[src/rtl/step_debouncer.sv]
// Push-button conditioner: 2-flop synchronizer, stability counter and 4-state FSM
// producing a one-clock step pulse plus a debounced level. Define STEP_AUTOREPEAT_EN for hold-to-repeat.
module step_debouncer #(
  parameter int unsigned STABLE_COUNT  = 1000000,
  parameter int unsigned CNT_WIDTH     = 20,
  parameter int unsigned REPEAT_DELAY  = 50000000,
  parameter int unsigned REPEAT_PERIOD = 10000000,
  parameter int unsigned RPT_WIDTH     = 26
) (
  input  logic clock,
  input  logic reset,
  input  logic btn_in,
  output logic step_pulse,
  output logic btn_level
);

  typedef enum logic [1:0] {
    IDLE         = 2'd0,
    PRESS_WAIT   = 2'd1,
    PRESSED      = 2'd2,
    RELEASE_WAIT = 2'd3
  } state_t;

  localparam logic [CNT_WIDTH-1:0] CNT_ZERO = CNT_WIDTH'(0);
  localparam logic [CNT_WIDTH-1:0] CNT_ONE  = CNT_WIDTH'(1);
  localparam logic [CNT_WIDTH-1:0] CNT_LAST = CNT_WIDTH'(STABLE_COUNT - 32'd1);

  // Reject configurations where the counters could wrap or the terminal compare is meaningless
  if ((STABLE_COUNT < 32'd2) || ((64'd1 << CNT_WIDTH) <= 64'(STABLE_COUNT))) begin : g_bad_cnt_cfg
    $fatal(1, "step_debouncer: STABLE_COUNT must be >= 2 and fit in CNT_WIDTH");
  end
  if ((REPEAT_PERIOD < 32'd1) || (REPEAT_PERIOD > REPEAT_DELAY) ||
      ((64'd1 << RPT_WIDTH) <= 64'(REPEAT_DELAY))) begin : g_bad_rpt_cfg
    $fatal(1, "step_debouncer: repeat timing must satisfy 1 <= PERIOD <= DELAY < 2^RPT_WIDTH");
  end

  logic                 sync1_q, sync2_q;
  logic                 btn_sync;
  state_t               state_q, state_d;
  logic [CNT_WIDTH-1:0] cnt_q, cnt_d;
  logic                 step_pulse_q, step_pulse_d;
  logic                 btn_level_q, btn_level_d;

`ifdef STEP_AUTOREPEAT_EN
  localparam logic [RPT_WIDTH-1:0] RPT_LAST   = RPT_WIDTH'(REPEAT_DELAY - 32'd1);
  localparam logic [RPT_WIDTH-1:0] RPT_RELOAD = RPT_WIDTH'(REPEAT_DELAY - REPEAT_PERIOD);
  logic [RPT_WIDTH-1:0] rpt_q, rpt_d;
`endif

  assign btn_sync   = sync2_q;
  assign step_pulse = step_pulse_q;
  assign btn_level  = btn_level_q;

  // Next-state logic: every state exit clears the counter so it can never wrap
  always_comb begin
    state_d      = state_q;
    cnt_d        = cnt_q;
    step_pulse_d = 1'b0;
    btn_level_d  = btn_level_q;
`ifdef STEP_AUTOREPEAT_EN
    rpt_d        = '0;
`endif
    case (state_q)
      IDLE: begin
        if (btn_sync) begin
          state_d = PRESS_WAIT;
          cnt_d   = CNT_ONE;
        end else begin
          cnt_d   = CNT_ZERO;
        end
      end
      PRESS_WAIT: begin
        if (!btn_sync) begin
          state_d = IDLE;
          cnt_d   = CNT_ZERO;
        end else if (cnt_q == CNT_LAST) begin
          state_d      = PRESSED;
          step_pulse_d = 1'b1;
          btn_level_d  = 1'b1;
          cnt_d        = CNT_ZERO;
        end else begin
          cnt_d = cnt_q + CNT_ONE;
        end
      end
      PRESSED: begin
        if (!btn_sync) begin
          state_d = RELEASE_WAIT;
          cnt_d   = CNT_ONE;
        end else begin
          cnt_d = CNT_ZERO;
`ifdef STEP_AUTOREPEAT_EN
          // Reload keeps every later repeat exactly REPEAT_PERIOD cycles apart
          if (rpt_q == RPT_LAST) begin
            step_pulse_d = 1'b1;
            rpt_d        = RPT_RELOAD;
          end else begin
            rpt_d = rpt_q + RPT_WIDTH'(1);
          end
`endif
        end
      end
      RELEASE_WAIT: begin
        if (btn_sync) begin
          state_d = PRESSED;
          cnt_d   = CNT_ZERO;
        end else if (cnt_q == CNT_LAST) begin
          state_d     = IDLE;
          btn_level_d = 1'b0;
          cnt_d       = CNT_ZERO;
        end else begin
          cnt_d = cnt_q + CNT_ONE;
        end
      end
      default: begin
        state_d     = IDLE;
        cnt_d       = CNT_ZERO;
        btn_level_d = 1'b0;
      end
    endcase
  end

  // State, synchronizer and output registers with synchronous reset
  always_ff @(posedge clock) begin
    if (reset) begin
      sync1_q      <= 1'b0;
      sync2_q      <= 1'b0;
      state_q      <= IDLE;
      cnt_q        <= CNT_ZERO;
      step_pulse_q <= 1'b0;
      btn_level_q  <= 1'b0;
`ifdef STEP_AUTOREPEAT_EN
      rpt_q        <= '0;
`endif
    end else begin
      sync1_q      <= btn_in;
      sync2_q      <= sync1_q;
      state_q      <= state_d;
      cnt_q        <= cnt_d;
      step_pulse_q <= step_pulse_d;
      btn_level_q  <= btn_level_d;
`ifdef STEP_AUTOREPEAT_EN
      rpt_q        <= rpt_d;
`endif
    end
  end

endmodule

[config.mk]
export PLATFORM = sky130hd
export DESIGN_NAME = step_debouncer
export DESIGN_NICKNAME = d
export VERILOG_FILES = /design/src/rtl/step_debouncer.sv
export SDC_FILE = /design/constraint.sdc
export NUM_CORES = 1
export LEC_CHECK = 0
export ABC_AREA = 0
export CORE_MARGIN = 1
export CORE_UTILIZATION = 45
export DETAILED_ROUTE_END_ITERATION = 10
export SLEW_MARGIN = 20
export SYNTH_ARGS = -nofsm -noshare
export SYNTH_HDL_FRONTEND = slang
export SYNTH_SLANG_ARGS = --single-unit
[constraint.sdc]
create_clock -name clock -period 2.78 [get_ports clock]
set_input_delay 0.417 -clock clock [delete_from_list [all_inputs] [get_ports clock]]
set_output_delay 0.417 -clock clock [all_outputs]
set_load 0.02 [all_outputs]
==> results.json, run 1 <==
{
  "grt_pass1_wl_mm": 3.50,
  "power_frac_comb_pct": 2.1,
  "seq_power_share_pct": 58.1,
  "grt_setup_unrepaired": "no",
  "nFillCells": 211,
  "dp.cells": 161,
  "post-route-period-util_pct": 78.3,
  "cts.sinks": 26,
  "drt-total-wl_mm": 2.08,
  "cts_tree": "built",
  "worst_slack_ps": 604,
  "synthAdderAreaFrac_pct": 1.09,
  "synthMuxAreaShare_pct": 0,
  "p_int_mw": 0.529,
  "switching_share_pct": 18.9,
  "ir_drop_v": 0.000300,
  "antenna_found_initial": 0,
  "cp_slowest_stage_delay_ps": 610,
  "synth_top_family_by_area": "simple AND/OR/NAND/NOR gates",
  "io_pins": 5,
  "ys_seq_area_share_pct": 45.4,
  "synth_nets": 136,
  "dr_total_vias": 903,
  "dp_hpwl_mm": 1.50,
  "rr_worst_depth": 5,
  "worstSetupEndpointType": "flip-flop",
  "holdCritPathClass": "reg -> reg",
  "slew_headroom_pct": 58.0,
  "fmax_ghz": 0.459,
  "ys_seq_elements": 26,
  "cts_buffer_depth": 2,
  "start_util_pct": 49.9,
  "syn-mean-instance-area_um2": 8.69,
  "path_class": "reg -> reg",
  "cp.depth": 5,
  "detail-route-antenna-nets": 0,
  "synth_compound_area_share_pct": 10.0,
  "cts_resized": 0,
  "syn_to_final_growth_pct": 9.81,
  "netlist_area_um2": 1150,
  "yosysWarnings": 0,
  "dp_slack_ps": 637,
  "root_buffer": "clkbuf_4",
  "grt_pass1_vias": 794,
  "drc": 0,
  "coreArea_um2": 2300,
  "crit_required_ps": 2970,
  "antennaDiodeCount": 0,
  "drv_cap": 0,
  "wl_per_cell_um": 12.6,
  "p_leak_nw": 0.374,
  "tns_ps": 0,
  "crit_arrival_ps": 2370,
  "num_rows": 17,
  "powerDensity_nw_per_um2": 518,
  "die_x_um": 52.5,
  "synth-simple-area-share_pct": 30.6,
  "slowest_stage": "a211o_1",
  "gr-total-overflow": 0,
  "synth_xor_area_share_pct": 9.92,
  "crit_fanout": 19,
  "period_needed_ps": 2180,
  "crit_family": "simple AND/OR/NAND/NOR gates",
  "clkLatencyLatePin_ps": 320,
  "die_y_um": 52.5,
  "drt_iter0_drc": 21,
  "drive_gt1_share_pct": 4.38,
  "final_cell_area_um2": 1260,
  "clk_pin_slew_ps": 150,
  "grt_max_degree": 20,
  "setup_viol": 0,
  "slew_viol_final": 0,
  "synth-async-reset-ratio_pct": 0,
  "crit_buf_inv": 0,
  "crit_chain": "ha_1 -> nand2_1 -> nor4_1 -> a211o_1 -> nor2_1",
  "fin_cells": 165,
  "holdPathStages": 1,
  "fp.dieArea_um2": 2760,
  "hold_viol_final": 0,
  "syn_inst": 132,
  "final_nets": 142,
  "post-route-util_pct": 54.8,
  "synthFlopType": "dfxtp_1",
  "outcome": "complete, no violations",
  "p_switching_mw": 0.123,
  "place_area_um2": 1210,
  "via_per_inst": 5.47,
  "synth_edf_count": 0,
  "dr.pass1.iters": 4,
  "grt_usage_pct": 17.2,
  "regArea_um2": 520,
  "post_cts_buffers": 0,
  "critPathLaunchType": "flip-flop",
  "port_buffers": 4,
  "ys_types": 29,
  "worst_pin_slew_ps": 630,
  "place_congestion": 0.748,
  "multiInputGateArea_um2": 593,
  "numCtsBuffers": 3,
  "fin_worst_skew_ps": 12.8,
  "cts_hold_buf": 0,
  "htree_levels": 1,
  "pwr-share-clk_pct": 39.8
}
routing by layer:
metal | track usage (%) | routed length (um) | vias up | part of all wire [%]
met5 | 0 | 0 | - | 0
met2 | 25.7 | 888 | 13 | 43
li1 | - | - | 480 | -
met3 | 2.61 | 49 | 2 | 2.4
met4 | 6.58 | 17 | 0 | 0.82
met1 | 24.5 | 1120 | 408 | 54
final timing paths:
check / startpoint / end / slack, ps
max: cnt_q[0] / cnt_q[9] / 600
max reg2reg: cnt_q[0] / cnt_q[9] / 600
min: sync1_q / btn_sync / 460
min reg2reg: sync1_q / btn_sync / 460
through the flow:
stage          hold WS (ps)  power (mW)
6_report                456       0.653
5_1_grt                 464       0.674
4_1_cts                 458       0.662
3_5_place_dp            424       0.401
3_3_place_gp            417       0.401
2_1_floorplan           414       0.393
cell usage in the layout (no fill, tap or decap), types with 3 or more instances in the layout:
master and n:
a21oi_1 8, and3_1 3, clkbuf_4 3, clkdlybuf4s50_1 4, dfxtp_1 26, inv_1 5
nand2_1 7, nand3_1 12, nand4_1 3, nor2_1 15, nor4_1 5, o21ai_0 6
o31ai_1 3, or3_1 3, or4_1 4, xnor2_1 6, xor2_1 7
state kept, by name, indices dropped and copies added (netlist names), named ones only:
| name | count |
|---|---|
| btn_level | 1 |
| btn_sync | 1 |
| cnt_q | 20 |
| state_q | 1 |
| step_pulse | 1 |
| sync1_q | 1 |
cell usage after synthesis (3+ instances only):
cell      n  area share (%)
dfxtp_1  26              45
nor2_1   15             4.9
nand3_1  12             5.2
a21oi_1   8             3.5
nand2_1   7             2.3
xor2_1    7             5.3
o21ai_0   6             2.6
xnor2_1   6             4.6
inv_1     5             1.6
nor4_1    5             2.7
or4_1     4             2.6
and3_1    3             1.6
buf_2     3             1.3
nand4_1   3             1.6
o31ai_1   3             2.0
or3_1     3             1.6
power by group through the flow:
stage | logic (mW) | clock network (mW) | registers [mW]
after floorplan | 0.00490 | 0 | 0.388
after global placement | 0.0135 | 0 | 0.387
after detailed placement | 0.0137 | 0 | 0.387
after CTS | 0.0136 | 0.269 | 0.379
after global routing | 0.0148 | 0.279 | 0.380
final | 0.0134 | 0.260 | 0.379
final cells by class:
cell class / instances / share of cell area [%]
clock buffers: 3 / 1.79
inverters: 5 / 1.49
multi-input cells: 98 / 47.1
repair buffers: 4 / 3.18
flip-flops and latches: 26 / 41.3
well taps: 28 / 2.78
clock inverters: 1 / 2.38
cells by family (layout without fill, tap and decap cells):
| logic type | after synthesis | in the layout |
|---|---|---|
| flops | 26 | 26 |
| xor+xnor | 13 | 13 |
| simple gates | 64 | 64 |
| buf+inv | 8 | 13 |
| compound gates | 20 | 20 |
| fa+ha+maj | 1 | 1 |
(Power assumes the default switching activity.)
==> run 2, diff against run 1 <==
==> constraint.sdc (replaced) <==
create_clock -name clock -period 2 [get_ports clock]
set_input_delay 0.3 -clock clock [delete_from_list [all_inputs] [get_ports clock]]
set_output_delay 0.3 -clock clock [all_outputs]
set_load 0.02 [all_outputs]
==> results.json, run 2 (same netlist as run 1, synthesis figures left out) <==
{
  "drt_iter0_drc": 22,
  "crit_arrival_ps": 2140,
  "nFillCells": 219,
  "largest_reg_flops": 20,
  "post-route-period-util_pct": 93.9,
  "die_x_um": 52.5,
  "holdWs_ps": 453,
  "worstSetupEndpointType": "flip-flop",
  "antennaDiodeCount": 0,
  "dr.pass1.iters": 4,
  "hold_viol_final": 0,
  "post-route-util_pct": 57.8,
  "critPathLaunch": "cnt_q[0]",
  "largest-register": "cnt_q",
  "fmax_ghz": 0.533,
  "cp_slowest_stage_delay_ps": 540,
  "r2r_end": "btn_level",
  "crit_fanout": 5,
  "cts_tree": "built",
  "root_buffer": "clkbuf_4",
  "slew_headroom_pct": 73.3,
  "gr-total-overflow": 0,
  "clk_pin_slew_ps": 140,
  "grt_max_degree": 20,
  "coreArea_um2": 2300,
  "grt_setup_unrepaired": "no",
  "detail-route-antenna-nets": 0,
  "place_area_um2": 1270,
  "htree_levels": 1,
  "period_needed_ps": 1880,
  "dp_slack_ps": 107,
  "worst_pin_slew_ps": 395,
  "holdCritPathClass": "reg -> reg",
  "critPathCapture": "btn_level",
  "rr_worst_depth": 5,
  "drive_gt1_share_pct": 9.72,
  "fp.dieArea_um2": 2760,
  "ir_drop_v": 0.000778,
  "io_pins": 5,
  "crit_chain": "ha_1 -> nand2_2 -> or4_4 -> or4_1 -> a31oi_1",
  "final_cell_mix": "dfxtp_1 (26), nor2_1 (15), nand3_1 (12)",
  "place_congestion": 0.760,
  "holdPathStages": 1,
  "clkLatencyLatePin_ps": 320,
  "grt_usage_pct": 19.7,
  "drt-total-wl_mm": 2.27,
  "outcome": "complete, no violations",
  "path_class": "reg -> reg",
  "wl_per_cell_um": 13.2,
  "tns_ps": 0,
  "dr_total_vias": 973,
  "multiInputGateArea_um2": 596,
  "grt_pass1_vias": 843,
  "rrSetupSlack_ps": 120,
  "worst_slack_ps": 122,
  "drc": 0,
  "die_y_um": 52.5,
  "via_per_inst": 5.66,
  "final_cell_area_um2": 1330,
  "antenna_found_initial": 0,
  "cts.sinks": 26,
  "powerDensity_nw_per_um2": 682,
  "fin_worst_skew_ps": 1.53,
  "num_rows": 17,
  "dp_hpwl_mm": 1.65,
  "crit_required_ps": 2260,
  "port_buffers": 4,
  "final_nets": 149,
  "cts_buffer_depth": 2,
  "setup_viol": 0,
  "drv_cap": 0,
  "start_util_pct": 49.9,
  "numCtsBuffers": 3,
  "regArea_um2": 520,
  "slowest_stage": "or4_4",
  "final_common_cell": "dfxtp_1",
  "cts_hold_buf": 0,
  "critPathLaunchType": "flip-flop",
  "slew_viol_final": 0,
  "p_leak_nw": 0.418,
  "syn_to_final_growth_pct": 15.7,
  "grt_pass1_wl_mm": 3.93,
  "r2r-start": "cnt_q[0]"
}
-- run 2: changes by cell type in the layout (fill, tap and decap cells not counted), sizes merged --
cell,before,now
buf,0,7
-- run 2: worst max-delay path: cells and delay by family, from the launching register on --
kind | cells | cell delay (ps)
simple gates | 3 | 1120
flops | 1 | 360
fa+ha+maj | 1 | 190
compound gates | 1 | 160
-- run 2: metal layers --
layer	wire length (um)	GRT usage, %
met1	1210	28.3
met5	0	0
met2	968	28.7
met3	87	6.09
met4	12	3.95
-- run 2: power breakdown --
group / switching [mW] / internal (mW) / total (mW)
registers: 0.00341 / 0.523 / 0.526
logic: 0.00961 / 0.0113 / 0.0209
clock network: 0.156 / 0.203 / 0.359
-- run 2: final cells by class --
| type | count | share of cell area (%) |
|---|---|---|
| Clock buffer | 3 | 1.70 |
| Clock inverter | 1 | 2.26 |
| Inverter | 5 | 1.41 |
| Multi-Input combinational cell | 98 | 44.9 |
| Sequential cell | 26 | 39.2 |
| Tap cell | 28 | 2.64 |
| Timing Repair Buffer | 11 | 7.92 |
-- run 2: stage by stage --
step           std cells  power (mW)
6_report             172       0.906
5_1_grt              172       0.942
4_1_cts              172       0.915
3_5_place_dp         168       0.558
3_3_place_gp         168       0.558
2_1_floorplan        132       0.546
-- run 2: timing repair --
action	4_1_cts	5_1_grt
setup endpoints to repair	0	2
setup buffers	0	0
gates resized for setup	0	1
-- run 2: worst min path at each step --
stage,from,end,slack [ps]
6_report,sync1_q,btn_sync,450
5_1_grt,sync1_q,btn_sync,460
4_1_cts,sync1_q,btn_sync,460
3_5_place_dp,sync1_q,btn_sync,430
3_3_place_gp,sync1_q,btn_sync,420
2_1_floorplan,reset,flip-flop,370
